### config.mk
export PLATFORM = sky130hd
export DESIGN_NAME = hcsr04_trig_ctrl_flat
export DESIGN_NICKNAME = d
export VERILOG_FILES = /design/src/rtl/hcsr04_trig_ctrl_if.sv /design/src/rtl/hcsr04_trig_ctrl.sv /design/src/flat_wrapper.sv
export SDC_FILE = /design/constraint.sdc
export NUM_CORES = 1
export LEC_CHECK = 0
export ABC_AREA = 1
export BUFFER_PORTS_ARGS = -buffer_cell sky130_fd_sc_hd__buf_4
export CAP_MARGIN = 15
export CORE_ASPECT_RATIO = 0.8
export CORE_MARGIN = 8
export CORE_UTILIZATION = 40
export DETAILED_ROUTE_END_ITERATION = 6
export PLACE_DENSITY = 0.71
export SYNTH_ARGS = -nofsm -noshare
export SYNTH_HDL_FRONTEND = slang
export SYNTH_SLANG_ARGS = --single-unit
### constraint.sdc
create_clock -name clk -period 6.1 [get_ports clk]
set_clock_uncertainty 0.15 [all_clocks]
set_input_delay 1.525 -clock clk [delete_from_list [all_inputs] [get_ports clk]]
set_output_delay 1.525 -clock clk [all_outputs]
set_load 0.005 [all_outputs]
### src/rtl/hcsr04_trig_ctrl_if.sv
// rtl/hcsr04_trig_ctrl_if.sv - shot request, echo measurement and result signals of the ranging initiator
interface hcsr04_trig_ctrl_if;
  logic        start;
  logic        auto_en;
  logic        echo;
  logic        echo_done;
  logic [19:0] du;
  logic        trig;
  logic        busy;
  logic        meas_valid;
  logic [19:0] meas_du;
  logic        timeout;

  modport master (
    output start, auto_en, echo, echo_done, du,
    input  trig, busy, meas_valid, meas_du, timeout
  );

  modport slave (
    input  start, auto_en, echo, echo_done, du,
    output trig, busy, meas_valid, meas_du, timeout
  );
endinterface

### src/rtl/hcsr04_trig_ctrl.sv
// rtl/hcsr04_trig_ctrl.sv - HC-SR04 initiator: trigger pulse, echo rise/width timeouts, holdoff, one result per shot
module hcsr04_trig_ctrl #(
  parameter int unsigned TRIG_CYCLES      = 1000,
  parameter int unsigned ECHO_WAIT_CYCLES = 2500000,
  parameter int unsigned ECHO_MAX_CYCLES  = 4000000,
  parameter int unsigned HOLDOFF_CYCLES   = 6000000,
  parameter int unsigned CNT_W            = 24
) (
  input  logic              clk,
  input  logic              rst,
  hcsr04_trig_ctrl_if.slave bus
);

  typedef enum logic [2:0] {
    S_IDLE,
    S_TRIG,
    S_WAIT_RISE,
    S_WAIT_DONE,
    S_HOLDOFF
  } state_e;

  localparam logic [CNT_W-1:0] TRIG_LAST = CNT_W'(TRIG_CYCLES - 1);
  localparam logic [CNT_W-1:0] WAIT_LAST = CNT_W'(ECHO_WAIT_CYCLES - 1);
  localparam logic [CNT_W-1:0] MAX_LAST  = CNT_W'(ECHO_MAX_CYCLES - 1);
  localparam logic [CNT_W-1:0] HOLD_LAST = CNT_W'(HOLDOFF_CYCLES - 1);

  state_e           state_q, state_d;
  logic [CNT_W-1:0] cnt_q, cnt_d;
  logic             echo_meta_q, echo_s_q;
  logic             trig_q, trig_d;
  logic             busy_q, busy_d;
  logic             meas_valid_q, meas_valid_d;
  logic             timeout_q, timeout_d;
  logic [19:0]      meas_du_q, meas_du_d;

  logic done_hit;
  logic to_hit;

  // echo_done takes priority over a width timeout landing on the same cycle
  assign done_hit = (state_q == S_WAIT_DONE) && bus.echo_done;
  assign to_hit   = ((state_q == S_WAIT_RISE) && !echo_s_q && (cnt_q == WAIT_LAST)) ||
                    ((state_q == S_WAIT_DONE) && !bus.echo_done && (cnt_q == MAX_LAST));

  always_ff @(posedge clk) begin
    if (rst) begin
      state_q      <= S_IDLE;
      cnt_q        <= '0;
      echo_meta_q  <= 1'b0;
      echo_s_q     <= 1'b0;
      trig_q       <= 1'b0;
      busy_q       <= 1'b0;
      meas_valid_q <= 1'b0;
      timeout_q    <= 1'b0;
      meas_du_q    <= '0;
    end else begin
      state_q      <= state_d;
      cnt_q        <= cnt_d;
      echo_meta_q  <= bus.echo;
      echo_s_q     <= echo_meta_q;
      trig_q       <= trig_d;
      busy_q       <= busy_d;
      meas_valid_q <= meas_valid_d;
      timeout_q    <= timeout_d;
      meas_du_q    <= meas_du_d;
    end
  end

  always_comb begin
    state_d = state_q;
    unique case (state_q)
      S_IDLE:      if (bus.start || bus.auto_en) state_d = S_TRIG;
      S_TRIG:      if (cnt_q == TRIG_LAST) state_d = S_WAIT_RISE;
      S_WAIT_RISE: begin
        if (echo_s_q)    state_d = S_WAIT_DONE;
        else if (to_hit) state_d = S_HOLDOFF;
      end
      S_WAIT_DONE: if (done_hit || to_hit) state_d = S_HOLDOFF;
      S_HOLDOFF:   if (cnt_q == HOLD_LAST) state_d = S_IDLE;
      default:     state_d = S_IDLE;
    endcase

    // Counter restarts on every state entry; saturation is only a guard, the exits bound it
    if (state_d != state_q) cnt_d = '0;
    else if (cnt_q == '1)   cnt_d = cnt_q;
    else                    cnt_d = cnt_q + 1'b1;
  end

  always_comb begin
    trig_d       = (state_d == S_TRIG);
    busy_d       = (state_d != S_IDLE);
    meas_valid_d = done_hit || to_hit;
    timeout_d    = to_hit;
    meas_du_d    = meas_du_q;
    if (done_hit)    meas_du_d = bus.du;
    else if (to_hit) meas_du_d = 20'hFFFFF;
  end

  assign bus.trig       = trig_q;
  assign bus.busy       = busy_q;
  assign bus.meas_valid = meas_valid_q;
  assign bus.timeout    = timeout_q;
  assign bus.meas_du    = meas_du_q;

endmodule
### src/flat_wrapper.sv
// flat-port wrapper written by rule: the top's interface ports become plain ports
module hcsr04_trig_ctrl_flat 
#(
  parameter int unsigned TRIG_CYCLES      = 1000,
  parameter int unsigned ECHO_WAIT_CYCLES = 2500000,
  parameter int unsigned ECHO_MAX_CYCLES  = 4000000,
  parameter int unsigned HOLDOFF_CYCLES   = 6000000,
  parameter int unsigned CNT_W            = 24
)
  (clk, rst, bus_start, bus_auto_en, bus_echo, bus_echo_done, bus_du, bus_trig, bus_busy, bus_meas_valid, bus_meas_du, bus_timeout);
  hcsr04_trig_ctrl_if bus_i ();
  input  logic clk;
  input  logic rst;
  input wire logic [$bits(bus_i.start)-1:0] bus_start;
  input wire logic [$bits(bus_i.auto_en)-1:0] bus_auto_en;
  input wire logic [$bits(bus_i.echo)-1:0] bus_echo;
  input wire logic [$bits(bus_i.echo_done)-1:0] bus_echo_done;
  input wire logic [$bits(bus_i.du)-1:0] bus_du;
  output wire logic [$bits(bus_i.trig)-1:0] bus_trig;
  output wire logic [$bits(bus_i.busy)-1:0] bus_busy;
  output wire logic [$bits(bus_i.meas_valid)-1:0] bus_meas_valid;
  output wire logic [$bits(bus_i.meas_du)-1:0] bus_meas_du;
  output wire logic [$bits(bus_i.timeout)-1:0] bus_timeout;
  assign bus_i.start = bus_start;
  assign bus_i.auto_en = bus_auto_en;
  assign bus_i.echo = bus_echo;
  assign bus_i.echo_done = bus_echo_done;
  assign bus_i.du = bus_du;
  assign bus_trig = bus_i.trig;
  assign bus_busy = bus_i.busy;
  assign bus_meas_valid = bus_i.meas_valid;
  assign bus_meas_du = bus_i.meas_du;
  assign bus_timeout = bus_i.timeout;
  hcsr04_trig_ctrl #(.TRIG_CYCLES(TRIG_CYCLES), .ECHO_WAIT_CYCLES(ECHO_WAIT_CYCLES), .ECHO_MAX_CYCLES(ECHO_MAX_CYCLES), .HOLDOFF_CYCLES(HOLDOFF_CYCLES), .CNT_W(CNT_W)) u_core (.clk(clk), .rst(rst), .bus(bus_i));
endmodule
==> impl_results.md <==
* All-Layer GR Usage at 15.4%
* Register cell area after layout at 1060 µm²
* Achievable clock frequency at 301 MHz
* Cell chain of the critical path: buf_4, inv_1, nor2_1, inv_1, nand3_4, inv_1, nand3_4, nor3_1
* Setup Buffers After CTS at 0
* Library cell appearing most often on the critical path: inv_1
* Multi-input combinational cell area at 1620 µm²
* Category of the worst setup path launch point: input pin
* WP data required at 6190 ps
* Ratio of total power to cell area at 174 nW/µm²
* Post-layout min period at 3320 ps
* Hold buffers post-CTS at 0
* Number of DRC markers after the initial detailed-route iteration at 174
* Number of iterations in the first detailed-routing pass at 5
* Cell area after synthesis at 2990 µm²
* Crit path arrival time at 3400 ps
* First-pass GRT wire length at 13.0 mm
* Commonest cells in the synthesized netlist: 85 x nor2_1, 67 x nand2_1, 54 x inv_1
* Vias in the first global route at 2620
* Unrepaired setup endpoints after global routing: no
* Post-synthesis cell type with the largest combined area: dfxtp_1
* Number of DRC violations after detailed routing at 0
* Post-Route Setup TNS at 0 ps
* R2R Path End: u_core.cnt_q[0]
* Total setup violations reported at the end of the flow at 0
* CP peak stage delay at 500 ps
* Max stage delay cell, worst path: inv_1
* Clock slew at the register clock pins of the worst setup and hold paths at 100 ps
* Gate count after technology mapping at 407
* Via total after detailed routing at 2801
* Vias per std cell at 5.17
* FP Rows at 28
* Synth warn at 0
* Portion of the post-synthesis area used by sequential elements at 35.5%
* Worst setup path category: input pin to flop
* Average wire per cell in the routed design at 14.9 µm
* Final hold violation count at 0
* Placed wire-length estimate after detailed placement at 6.19 mm
* CTS tree: built
* Endpoint type of the worst setup path: flop
* Count of buffers from port buffering at 49
* Maximum number of buffers from clock root to sink at 2
* Flip-flop cell with the highest count after synthesis: dfxtp_1
* Top cell type's share of synthesized area at 35.5%
* Die width at 113 µm
* Insertion delay of the later-clocked pin in the worst-skew pair at 320 ps
* Origin of the critical flop-to-flop path: u_core.cnt_q[0]
* Total non-filler cell area in the finished layout at 3470 µm²
* Number of clock sinks at 53
* Utilization of the core after routing at 47.4%
* Num CTS Buffers at 5
* Share of flip-flops with an asynchronous set or reset at 0%
* Final nets at 478
* Number of flops mapped to enable cells by yosys at 0
* Total power draw at 602 µW
* Top cells by area in the synthesized netlist: dfxtp_1 36%, nor2_1 11%, nand2_1 8.4%
* Relative slew slack at 51.5%
* Max Transition Viols Final at 0
* Area added between synthesis and finish at 16.2%
* IR drop worst, VDD at 0.0000804 V
* Total routed wirelength at 8.06 mm
* Initial cell density of the core at 40.8%
* Average cell area after synthesis at 7.34 µm²
* Final weighted congestion of routability-driven global placement at 0.977
* Number of antenna violations at the first check in global routing at 0
* Post-Layout Cell Count at 542
* Library cells used by synthesis at 27
* Pin count of the biggest net entering global routing at 26
* Register bit total from synthesis at 53
* Worst-case register-to-register setup slack at 3510 ps
* Total placed cells including tap cells at 534
* Buf/Inv on CP at 4
* Post-Place Cell Area at 3380 µm²
* Most numerous cell in the Yosys netlist: nor2_1
* Floorplan die area at 10500 µm²
* Clock tree root buffer cell: clkbuf_8
* CORE AREA at 7320 µm²
* Type of the most critical hold path: flop to flop
* Length in cells of the worst reg-to-reg path at 11
* Overall overflow remaining after global route at 0
* Fraction of the cycle the final worst path needs at 54.4%
* Die Height at 93.3 µm
* Layout cell share with drive strength beyond 1 at 25.7%
* H-tree levels at 2
* Pleak at 1.40 nW
* Largest fanout on the critical path at 24
* I/O pins at 50
* Maxcap violations at 0
* Slew at the pin closest to its max-slew limit at 723 ps
* Quantity of gates resized following cts at 0
* Number of nets produced by synthesis at 434
* Worst setup path startpoint: bus_echo_done
* Kind of cell with the highest combined delay on the critical path: simple AND/OR/NAND/NOR gates
* Outcome: finished, final reports clean
* Count of inserted antenna diode cells at 0
* Count of nets left with antenna violations after detail routing at 0
* Critical path depth in cells at 8
* Layout filler cell count at 740
* Last element of the critical path: u_core.cnt_q[0]
-- cells in the final DEF (no fill, tap or decap), drive strengths merged --
master	synthesis	layout
buf	9	49
a21oi	4	4
and2	1	1
dfxtp	53	53
clkinv	1	2
ha	1	1
nand2	74	74
clkbuf	3	5
nor2	89	89
nand4	8	8
o221a	20	20
nand3	27	27
nor3	39	39
o211ai	1	1
inv	56	57
clkinvlp	0	1
xor2	18	18
o21ai	3	3
-- where the power goes --
group / switching (mW) / internal [mW]
combinational: 0.0261 / 0.0170
clock: 0.126 / 0.0818
sequential: 0.00240 / 0.349
-- stage by stage --
stage                     worst slack [ps]  hold WS [ps]
after floorplan                       3430           238
after global placement                2530           247
after detailed placement              2460           248
after CTS                             2770           268
after global routing                  2510           294
final                                 2780           265
-- per-layer routing --
layer	GRT usage (%)	routed length [µm]
met1	21.2	3660
met2	22.5	3560
met3	4.06	679
met5	0	0
met4	5.60	155
-- registers in the layout, indices dropped and copies added (netlist names) --
name and cells:
u_core.bus.timeout 1, u_core.bus.meas_du 20, u_core.state_q 3, u_core.echo_meta_q 1, u_core.bus.busy 1, u_core.echo_s_q 1, u_core.cnt_q 24, u_core.bus.meas_valid 1
u_core.bus.trig 1
-- layout make-up --
cell class              count  share of cell area (%)
multi-input cells         285                    46.8
flip-flops and latches     53                    30.6
clock buffers               5                    1.98
repair buffers             49                    10.6
clock inverters             3                   0.613
inverters                  57                    6.17
well taps                  90                    3.25
-- tightest hold or removal path, stage by stage (launching register included) --
cell and delay (ps):
dfxtp_1 310, inv_1 40, nor2_1 30
-- worst min-delay path by stage --
| stage | from | endpoint | slack (ps) | cells past startpoint |
|---|---|---|---|---|
| global placement | u_core.echo_meta_q | u_core.echo_s_q | 250 | 2 |
| finish | u_core.echo_meta_q | u_core.echo_s_q | 260 | 2 |
| global route | u_core.echo_meta_q | u_core.echo_s_q | 290 | 2 |
| detailed placement | u_core.echo_meta_q | u_core.echo_s_q | 250 | 2 |
| CTS | u_core.echo_meta_q | u_core.echo_s_q | 270 | 2 |
| floorplan | u_core.echo_meta_q | u_core.echo_s_q | 240 | 2 |
-- kinds of logic after synthesis --
| logic type | Yosys count | synth area share (%) |
|---|---|---|
| AO/OA/AOI/OAI | 28 | 8.97 |
| XOR/XNOR | 18 | 5.28 |
| adder cells (fa/ha/maj) | 1 | 0.419 |
| buffers and inverters | 69 | 10.1 |
| flip-flops | 53 | 35.5 |
| AND/OR/NAND/NOR | 238 | 39.7 |
No activity file was read; power rests on OpenSTA's default activity.
